<file path="config.mk">
export PLATFORM = sky130hd
export DESIGN_NAME = matrix_alu_seq
export DESIGN_NICKNAME = d
export VERILOG_FILES = /design/src/rtl/matrix_alu_seq.sv
export SDC_FILE = /design/constraint.sdc
export NUM_CORES = 2
export LEC_CHECK = 0
export CAP_MARGIN = 20
export CORE_ASPECT_RATIO = 1.2
export CORE_MARGIN = 5
export CORE_UTILIZATION = 50
export CTS_BUF_LIST = sky130_fd_sc_hd__clkbuf_8
export DETAILED_ROUTE_END_ITERATION = 12
export PLACE_DENSITY = 0.71
export SYNTH_ARGS = -nofsm -noshare
export SYNTH_HDL_FRONTEND = slang
export SYNTH_SLANG_ARGS = --single-unit
</file>
<file path="constraint.sdc">
create_clock -name Clk -period 10.9 [get_ports Clk]
set_clock_uncertainty 0.2 [all_clocks]
set_input_delay 2.18 -clock Clk [delete_from_list [all_inputs] [get_ports Clk]]
set_output_delay 2.18 -clock Clk [all_outputs]
set_load 0.05 [all_outputs]
</file>
<file path="src/rtl/matrix_alu_seq.sv">
// matrix_alu_seq: multi-cycle NxN matrix ALU on the execution-engine bus.
// It claims the 4 KB window where address[15:12] == BLOCK_ID. Two operand
// matrices and an opcode are written over the bus. The block then computes
// one result element, or one multiply-accumulate, per clock. Status and the
// result matrix are read back over the shared read bus.
//
// Ports:
//   Clk           rising-edge system clock
//   nReset        synchronous active-low reset
//   nRead         active-low read strobe
//   nWrite        active-low write strobe (wins over a simultaneous read)
//   address       [15:12] block select, [11:0] register offset
//   ExeDataOut    write data, N*N W-bit elements, row-major
//   MatrixDataOut registered read data
//   Busy          high while a computation is running
module matrix_alu_seq #(
  parameter int unsigned N        = 4,
  parameter int unsigned W        = 16,
  parameter logic [3:0]  BLOCK_ID = 4'h2,
  localparam int unsigned BUS_W   = N*N*W
) (
  input  logic             Clk,
  input  logic             nReset,
  input  logic             nRead,
  input  logic             nWrite,
  input  logic [15:0]      address,
  input  logic [BUS_W-1:0] ExeDataOut,
  output logic [BUS_W-1:0] MatrixDataOut,
  output logic             Busy
);

  localparam int unsigned IW = $clog2(N);
  localparam int unsigned EW = 2*IW;
  localparam int unsigned BW = $clog2(BUS_W);

  localparam logic [11:0] OFF_SRC1   = 12'h000;
  localparam logic [11:0] OFF_SRC2   = 12'h001;
  localparam logic [11:0] OFF_SI     = 12'h002;
  localparam logic [11:0] OFF_STATUS = 12'h003;
  localparam logic [11:0] OFF_RESULT = 12'h004;

  typedef enum logic {S_IDLE, S_RUN} state_e;

  typedef enum logic [7:0] {
    OP_MMULT      = 8'h00,
    OP_MMULT2A    = 8'h01,
    OP_MMULT2B    = 8'h02,
    OP_MADD       = 8'h03,
    OP_MSUB       = 8'h04,
    OP_MTRANSPOSE = 8'h05,
    OP_MSCALE     = 8'h06,
    OP_MSCALEIMM  = 8'h07
  } op_e;

  // Operands and result are kept packed, in the same layout as the bus.
  logic [BUS_W-1:0] r_ms1, r_ms2, r_res;
  logic [W-1:0]     r_imm;
  logic [7:0]       r_opcode;
  state_e           r_state, w_state_next;
  logic             r_done, r_err;
  logic [IW-1:0]    r_i, r_j, r_k;
  logic [W-1:0]     r_acc;

  logic          w_hit, w_wr, w_rd, w_busy, w_op_valid, w_start, w_last;
  logic [11:0]   w_off;
  op_e           w_op;
  logic [IW-1:0] w_imax, w_jmax, w_kmax;
  logic          w_dense;
  logic [EW-1:0] w_e, w_et, w_ea, w_eb, w_ew;
  logic [W-1:0]  w_prod, w_mac_sum, w_value;

  function automatic logic [EW-1:0] f_idx(input logic [IW-1:0] row,
                                          input logic [IW-1:0] col,
                                          input int unsigned stride);
    f_idx = EW'(row) * EW'(stride) + EW'(col);
  endfunction

  function automatic logic [W-1:0] f_get(input logic [BUS_W-1:0] v,
                                         input logic [EW-1:0] e);
    f_get = v[BW'(e) * BW'(W) +: W];
  endfunction

  assign w_hit      = (address[15:12] == BLOCK_ID);
  assign w_off      = address[11:0];
  assign w_wr       = w_hit && !nWrite;
  assign w_rd       = w_hit && !nRead && nWrite;
  assign w_busy     = (r_state == S_RUN);
  assign w_op_valid = (ExeDataOut[7:0] <= 8'h07);
  assign w_start    = w_wr && (w_off == OFF_SI) && !w_busy && w_op_valid;
  assign w_op       = op_e'(r_opcode);

  // Loop bounds per opcode. The element-wise ops use a single k step.
  always_comb begin
    w_imax  = IW'(N-1);
    w_jmax  = IW'(N-1);
    w_kmax  = '0;
    w_dense = 1'b0;
    case (w_op)
      OP_MMULT:   w_kmax = IW'(N-1);
      OP_MMULT2A: w_kmax = IW'(N/2-1);
      OP_MMULT2B: begin
        w_imax  = IW'(N/2-1);
        w_jmax  = IW'(N/2-1);
        w_kmax  = IW'(N-1);
        w_dense = 1'b1;
      end
      default: ;
    endcase
  end

  assign w_last = (r_i == w_imax) && (r_j == w_jmax) && (r_k == w_kmax);

  assign w_e  = f_idx(r_i, r_j, N);
  assign w_et = f_idx(r_j, r_i, N);
  assign w_ea = f_idx(r_i, r_k, N);
  assign w_eb = f_idx(r_k, r_j, N);
  // MMULT2B packs its (N/2)x(N/2) result densely at the low end.
  assign w_ew = w_dense ? f_idx(r_i, r_j, N/2) : w_e;

  assign w_prod    = f_get(r_ms1, w_ea) * f_get(r_ms2, w_eb);
  assign w_mac_sum = r_acc + w_prod;

  always_comb begin
    w_value = w_mac_sum;
    case (w_op)
      OP_MADD:       w_value = f_get(r_ms1, w_e) + f_get(r_ms2, w_e);
      OP_MSUB:       w_value = f_get(r_ms1, w_e) - f_get(r_ms2, w_e);
      OP_MTRANSPOSE: w_value = f_get(r_ms1, w_et);
      OP_MSCALE:     w_value = f_get(r_ms1, w_e) * r_ms2[W-1:0];
      OP_MSCALEIMM:  w_value = f_get(r_ms1, w_e) * r_imm;
      default: ;
    endcase
  end

  always_comb begin
    w_state_next = r_state;
    case (r_state)
      S_IDLE:  if (w_start) w_state_next = S_RUN;
      S_RUN:   if (w_last)  w_state_next = S_IDLE;
      default: w_state_next = S_IDLE;
    endcase
  end

  always_ff @(posedge Clk) begin
    if (!nReset) r_state <= S_IDLE;
    else         r_state <= w_state_next;
  end

  always_ff @(posedge Clk) begin
    if (!nReset) begin
      r_ms1         <= '0;
      r_ms2         <= '0;
      r_res         <= '0;
      r_imm         <= '0;
      r_opcode      <= '0;
      r_done        <= 1'b0;
      r_err         <= 1'b0;
      r_i           <= '0;
      r_j           <= '0;
      r_k           <= '0;
      r_acc         <= '0;
      Busy          <= 1'b0;
      MatrixDataOut <= '0;
    end else begin
      Busy <= (w_state_next == S_RUN);

      if (w_wr) begin
        case (w_off)
          OFF_SRC1: begin
            if (w_busy) r_err <= 1'b1;
            else        r_ms1 <= ExeDataOut;
          end
          OFF_SRC2: begin
            if (w_busy) r_err <= 1'b1;
            else begin
              r_ms2 <= ExeDataOut;
              r_imm <= ExeDataOut[W-1:0];
            end
          end
          OFF_SI: begin
            if (w_busy) r_err <= 1'b1;
            else begin
              r_opcode <= ExeDataOut[7:0];
              if (w_op_valid) begin
                r_done <= 1'b0;
                r_err  <= 1'b0;
                r_res  <= '0;
                r_i    <= '0;
                r_j    <= '0;
                r_k    <= '0;
                r_acc  <= '0;
              end else begin
                r_err  <= 1'b1;
                r_done <= 1'b1;
              end
            end
          end
          default: ;
        endcase
      end

      // One step per cycle, k innermost. The accumulator only lives across
      // k; the element is committed on the last k step.
      if (w_busy) begin
        if (r_k == w_kmax) begin
          r_res[BW'(w_ew) * BW'(W) +: W] <= w_value;
          r_acc <= '0;
          r_k   <= '0;
          if (r_j == w_jmax) begin
            r_j <= '0;
            if (r_i == w_imax) begin
              r_i    <= '0;
              r_done <= 1'b1;
            end else begin
              r_i <= r_i + 1'b1;
            end
          end else begin
            r_j <= r_j + 1'b1;
          end
        end else begin
          r_acc <= w_mac_sum;
          r_k   <= r_k + 1'b1;
        end
      end

      if (w_rd) begin
        case (w_off)
          OFF_STATUS: MatrixDataOut <= BUS_W'({r_err, r_done, Busy});
          OFF_RESULT: MatrixDataOut <= r_res;
          default:    MatrixDataOut <= '0;
        endcase
      end
    end
  end

endmodule

</file>
== Word-level counts from Yosys, hierarchy flattened ==
Index checks and enable logic that the tools add are counted.
Operators by class
  multiplexer cells: 53
  bitwise operators: 1
  multiply operators: 3
  div/mod/pow operators: 0
  add/subtract/negate cells: 12
  order comparisons: 1
  shift-type cells: 7
  equal/unequal tests: 16
  reductions and logical operators: 24
Operator list (count)
  256-bit 2-to-1 mux: 7
  256-bit by 9-bit variable part select with 16-bit output: 5
  256-bit case mux with 2 select lines: 1
  256-bit bitwise mux: 1
  16-bit by 10-bit variable shift with 256-bit output, first input constant: 1
  16-bit by 10-bit variable part select with 256-bit output: 1
  16-bit 2-to-1 mux: 5
  16-bit case mux with 5 select lines: 1
  16-bit by 16-bit multiplier with 16-bit output: 3
  2-bit 2-to-1 mux: 21
  16-bit adder: 2
  8-bit by 3-bit equality test with 1-bit output, second input constant: 4
  12-bit by 2-bit equality test with 1-bit output, second input constant: 2
  4-bit by 2-bit adder with 4-bit output: 4
  8-bit by 2-bit equality test with 1-bit output, second input constant: 2
  16-bit subtractor: 1
  3-bit AND reduction: 5
  1-bit 2-to-1 mux: 13
  12-bit by 1-bit equality test with 1-bit output, second input constant: 1
  12-bit by 3-bit equality test with 1-bit output, second input constant: 1
  12-bit logical NOT: 1
  8-bit negator with 10-bit output: 1
  8-bit by 1-bit equality test with 1-bit output, second input constant: 1
  8-bit by 3-bit <= comparator with 1-bit output, second input constant: 1
  other kinds (14): 32
Storage, ports and cells
  output and inout bits: 257
  bits in writable memories: 0
  logic and storage cells: 130
  flip-flop bits (word level): 1073
  bits of input ports: 276
  memory bits (read-only): 0
  latch bits: 0
  memories kept: 0

== Depth between registers and ports, before layout ==
  word-level depth: 9
  depth in mapped cells: 33

== Worst setup path before layout ==
OpenSTA, ideal clock, no wires.
  kind: flip-flop to flip-flop
  from: reg r_j[1]
  to: reg r_res[191]
  path buffers: 8
  setup slack: 2772 ps
  arrival: 7832 ps
  library setup time: 96 ps
  required time: 10604 ps
  cell stages (with the launch flop): 30
  path through: dfxtp_1 -> buf_2 -> buf_2 -> buf_2 -> buf_2 -> buf_1 -> clkbuf_1 -> clkbuf_1 -> mux2i_1 -> clkbuf_1 -> nand2_1 -> fa_1 -> fa_1 -> inv_1 -> fa_1 -> fa_1 -> inv_1 -> fa_1 -> fa_1 -> xor2_1 -> xnor2_1 -> xnor2_1 -> xnor2_1 -> xnor2_1 -> xnor3_1 -> xnor3_1 -> xnor2_1 -> o221ai_4 -> nand2_4 -> o41ai_2
On the way
  cells in the longest elaborated chain, start to end: 9
  elaborated cells on any way between the ends: 22
  those cells by class: add/sub (8); mul (3); shift (6); mux (5)
Ends and longest elaborated chain
  start, declared: line 61  | logic [IW-1:0] r_i, r_j, r_k;
  start signal, assigned: line 218  | r_j <= r_j + 1'b1;
  4-bit by 2-bit adder with 4-bit output: line 75  | f_idx = EW'(row) * EW'(stride) + EW'(col);
  256-bit by 9-bit variable part select with 16-bit output: line 80  | f_get = v[BW'(e) * BW'(W) +: W];
  16-bit by 16-bit multiplier with 16-bit output: line 120  | assign w_prod = f_get(r_ms1, w_ea) * f_get(r_ms2, w_eb);
  16-bit adder: line 121  | assign w_mac_sum = r_acc + w_prod;
  16-bit case mux with 5 select lines: line 125  | case (w_op)
  16-bit by 10-bit variable part select with 256-bit output: line 206  | r_res[BW'(w_ew) * BW'(W) +: W] <= w_value;
  256-bit bitwise mux *: line 206
  256-bit 2-to-1 mux *: line 205  | if (r_k == w_kmax) begin
  256-bit 2-to-1 mux *: line 204  | if (w_busy) begin
  end signal, assigned by index: line 206
  end, declared: line 56  | logic [BUS_W-1:0] r_ms1, r_ms2, r_res;
Every way passes the cells marked *; elsewhere a longest branch is shown, timed or not.
A chain may end at the register's enable or synchronous reset.

== Final worst setup path ==
  from: reg r_j[0]
  to: reg r_res[191]
The elaborated chain is that of the path after synthesis.

==> run summary <==
The maximum resistive drop on vdd is ~0.12 mV. The post-CTS setup buffer count came out at 0. The initial antenna violation count is 13. The clock transition at the register clock pins on the worst setup and hold paths after CTS came out at around 0.070 ns. The async set or reset register ratio after synthesis came out at 0%. The total of flip-flops plus latches after synthesis is 1057. The first routing iteration left just over 6000 violations. The number of nets in the layout came out at approximately 7000. The worst setup path is captured at a flip-flop. The maximum number of buffers from clock root to sink is 3. The vertical die dimension came out at between 300 and 400 µm. The hold buffer count at CTS is 0. Leaving out fill and tap cells, the most frequent cells in the layout are sky130_fd_sc_hd__nand2_1 (1322), sky130_fd_sc_hd__dfxtp_1 (1051), sky130_fd_sc_hd__a21oi_1 (698). The share of the cycle needed by the critical path after routing is between 80% and 90%. Counting instances, the worst hold path has a depth of 2. The arrival time at the worst endpoint came out at 9.65 ns. The I/O pin count is around 530. The final period demand of the worst path came out at between 9 and 10 ns. In the synthesized netlist the dominant register cell turns out to be sky130_fd_sc_hd__dfxtp_1. The library cell used most frequently in the layout, excluding fill and tap cells, is sky130_fd_sc_hd__nand2_1. The worst hold path begins at r_ms2[222].

The total number of vias came out at between 40000 and 50000. The depth of the worst register-to-register path is 24. Entering global routing, the biggest net connects about 230 pins. Detailed placement finished with a half-perimeter wire length of between 150000 and 200000 µm.

The total number of placement rows came out at approximately 130. The total negative setup slack is 0 ns. The overall routing resource usage is 34.0%. The number of max-slew violations in the final report is 0. The count of TritonRoute iterations in the first routing pass came out at 8.

The die is between 300 and 400 µm wide. The tree is rooted in a sky130_fd_sc_hd__clkbuf_8. The weighted congestion at the end of routability-driven global placement came out at 1.03.

The critical path is of the reg2reg type. The layout filler cell count came out at slightly below 10000. The synthesis warning total came out at 0. The combined area of all synthesized cells is 55200 µm². The critical-path maximum fanout is 47. A synthesized cell averages approximately 9 µm². The per-cell via count in the routed design came out at between 6 and 7. The DRC violation count after routing came out at 0. For the pin with the worst max-slew slack, the measured transition is around 1.2 ns. The worst hold path terminates at r_ms2[222]. When the netlist entered floorplanning its net count stood at between 6000 and 7000. The H-tree was split into 4 levels. The number of hold violations in the final report is 0.

The worst register-to-register path begins at r_j[0]. Data on the critical path is required at its endpoint by around 12 ns. The power per cell area is between 100 and 150 nW/µm². The core area is about 110000 µm². The count of flip-flops with a built-in enable after synthesis came out at 0. The register area share after synthesis came out at 38.3%. The run finished with clean final reports. The worst hold path belongs to the class reg2reg. The number of global-route vias before repair came out at between 40000 and 50000. The number of unique standard cell types used by synthesis is 82. The achievable clock frequency came out at roughly 0.11 GHz.

The initial utilization of the core area, before any placement, comes to 50.4%. The max-slew headroom at the worst pin is roughly a fifth. In this run, CTS created clock tree buffers numbering roughly 170. Relative to the synthesized area, the layout overhead comes to 17.0%.

Synthesis handed over a netlist of just over 6000 instances. The worst hold slack after final layout is around 0.25 ns. Summed over all layers, the global routing overflow is 0. The total detailed-routing wirelength came out at between 200000 and 250000 µm. The fraction of final layout cells sized beyond drive strength 1 came out at 9.79%.

The leakage power came out at roughly 23 nW. The clock latency at the later pin of the worst-skew pair came out at around 0.94 ns. The average detailed-routed wire length per instance is 25.8 µm.

In this run the register-to-register setup slack is roughly 1.9 ns. TritonCTS built the clock tree. Setup violations remaining at the end of the flow were counted as 0. The post-cts sizing count came out at 0. The critical path startpoint category is a flip-flop. The sink count of the clock tree came out at about 1100. Port buffering added ~530 buffers. The number of antenna-violating nets in the routed design is 0.

The terminus of the critical flop-to-flop path is r_res[191]. The reported max-cap violation count is 0. The floorplan step defined a die boundary enclosing 117000 µm². Setup repair after global routing left no endpoint under its margin. The global-route wire length before repair came out at between 300000 and 400000 µm. Cells fill 58.9% of the core in the end.
how the worst max path moves through the flow:
stage               cells past startpoint         end  slack (ns)    from
global route                           22  r_res[221]        1.55  r_j[0]
finish                                 24  r_res[191]        1.89  r_j[0]
floorplan                              29  r_res[191]        2.77  r_j[1]
CTS                                    22  r_res[157]        2.01  r_j[0]
detailed placement                     22  r_res[157]        2.00  r_j[0]
global placement                       22  r_res[173]        2.06  r_j[0]
critical path: stages, from the launching register on:
cell and delay, ns:
sky130_fd_sc_hd__dfxtp_4 0.92, sky130_fd_sc_hd__mux4_1 0.64, sky130_fd_sc_hd__mux2i_1 0.59, sky130_fd_sc_hd__mux2i_1 0.50
sky130_fd_sc_hd__and2_1 0.33, sky130_fd_sc_hd__fa_1 0.49, sky130_fd_sc_hd__inv_1 0.06, sky130_fd_sc_hd__fa_1 0.52
sky130_fd_sc_hd__inv_1 0.05, sky130_fd_sc_hd__fa_1 0.48, sky130_fd_sc_hd__fa_1 0.54, sky130_fd_sc_hd__inv_1 0.05
sky130_fd_sc_hd__fa_1 0.46, sky130_fd_sc_hd__fa_1 0.39, sky130_fd_sc_hd__xor2_1 0.16, sky130_fd_sc_hd__xnor2_1 0.21
sky130_fd_sc_hd__xnor2_1 0.16, sky130_fd_sc_hd__xnor2_1 0.16, sky130_fd_sc_hd__xnor2_1 0.16, sky130_fd_sc_hd__xnor3_1 0.26
sky130_fd_sc_hd__xnor3_1 0.39, sky130_fd_sc_hd__xnor2_1 0.20, sky130_fd_sc_hd__o221ai_4 0.50, sky130_fd_sc_hd__nand2_4 0.16
sky130_fd_sc_hd__o41ai_2 0.30
cells in the mapped netlist, drive strengths merged (11+ instances only):
cell / instances / area, µm²
a21oi: 700 / 3500
a22oi: 285 / 2140
a31oi: 70 / 444
a32oi: 11 / 96.3
and2: 112 / 701
buf: 106 / 719
clkbuf: 403 / 1520
dfxtp: 1057 / 21200
fa: 175 / 3500
ha: 123 / 1540
inv: 293 / 1100
mux2i: 72 / 721
mux4: 299 / 6890
nand2: 1326 / 4990
nand2b: 40 / 250
nand3: 228 / 1140
nand4: 13 / 81.3
nor2: 483 / 1820
nor2b: 23 / 144
nor3: 23 / 115
o21ai: 43 / 215
o21bai: 11 / 82.6
o31ai: 15 / 118
o32ai: 11 / 96.3
or3: 23 / 144
xnor2: 75 / 664
xor2: 15 / 131
per-stage QoR:
stage | cell area, µm² | instances | power, mW | setup WS, ns
final | 64600 | 7986 | 7.70 | 1.89
after global routing | 64600 | 7983 | 7.91 | 1.55
after CTS | 64600 | 7978 | 7.73 | 2.01
after detailed placement | 60900 | 7677 | 4.16 | 2.00
after global placement | 60900 | 7677 | 4.17 | 2.06
after floorplan | 55200 | 6166 | 4.01 | 2.77
cell type report:
class	count	area, µm²	area share (%)
antenna	4	10.0	0.0155
clock buffer	214	2950	4.56
clock inverter	87	664	1.03
inverter	293	1110	1.71
multi-input combinational	4307	30900	47.8
sequential	1057	21200	32.8
tap	1417	1770	2.74
timing repair buffer	607	6050	9.36
per-layer routing:
metal / share of wire (%) / vias to the layer above / global-route usage, %
met2: 46 / 2668 / 53.6
met4: 8.8 / 4 / 24.4
met1: 37 / 23900 / 41.9
met3: 8.6 / 584 / 6.20
met5: 0.013 / - / 0
li1: - / 21800 / -
sequential cells by signal, summed over array words and instances, names as in the netlist:
| register | flops |
|---|---|
| Busy | 1 |
| MatrixDataOut | 256 |
| r_acc | 16 |
| r_done | 1 |
| r_err | 1 |
| r_i | 2 |
| r_j | 2 |
| r_k | 2 |
| r_ms1 | 256 |
| r_ms2 | 256 |
| r_opcode | 8 |
| r_res | 256 |
report_power, final:
part,switching (mW),internal [mW],total (mW)
logic,0.129,0.0945,0.223
registers,0.0000192,3.86,3.86
clock network,1.68,1.93,3.61
total,1.81,5.89,7.70
kinds of logic (layout without fill, tap and decap cells):
logic type	after synthesis	count (layout)	synth area share (%)
DFF	1057	1057	38.3
AOI/OAI and AO/OA	1223	1223	13.3
muxes	375	375	13.9
xor gates and xnor gates	97	97	1.73
buffers and inverters	802	1201	6.05
adders and majority gates	298	298	9.13
and+or+nand+nor	2314	2314	17.6
other	0	4	0
Power figures use the tool's default switching activity.
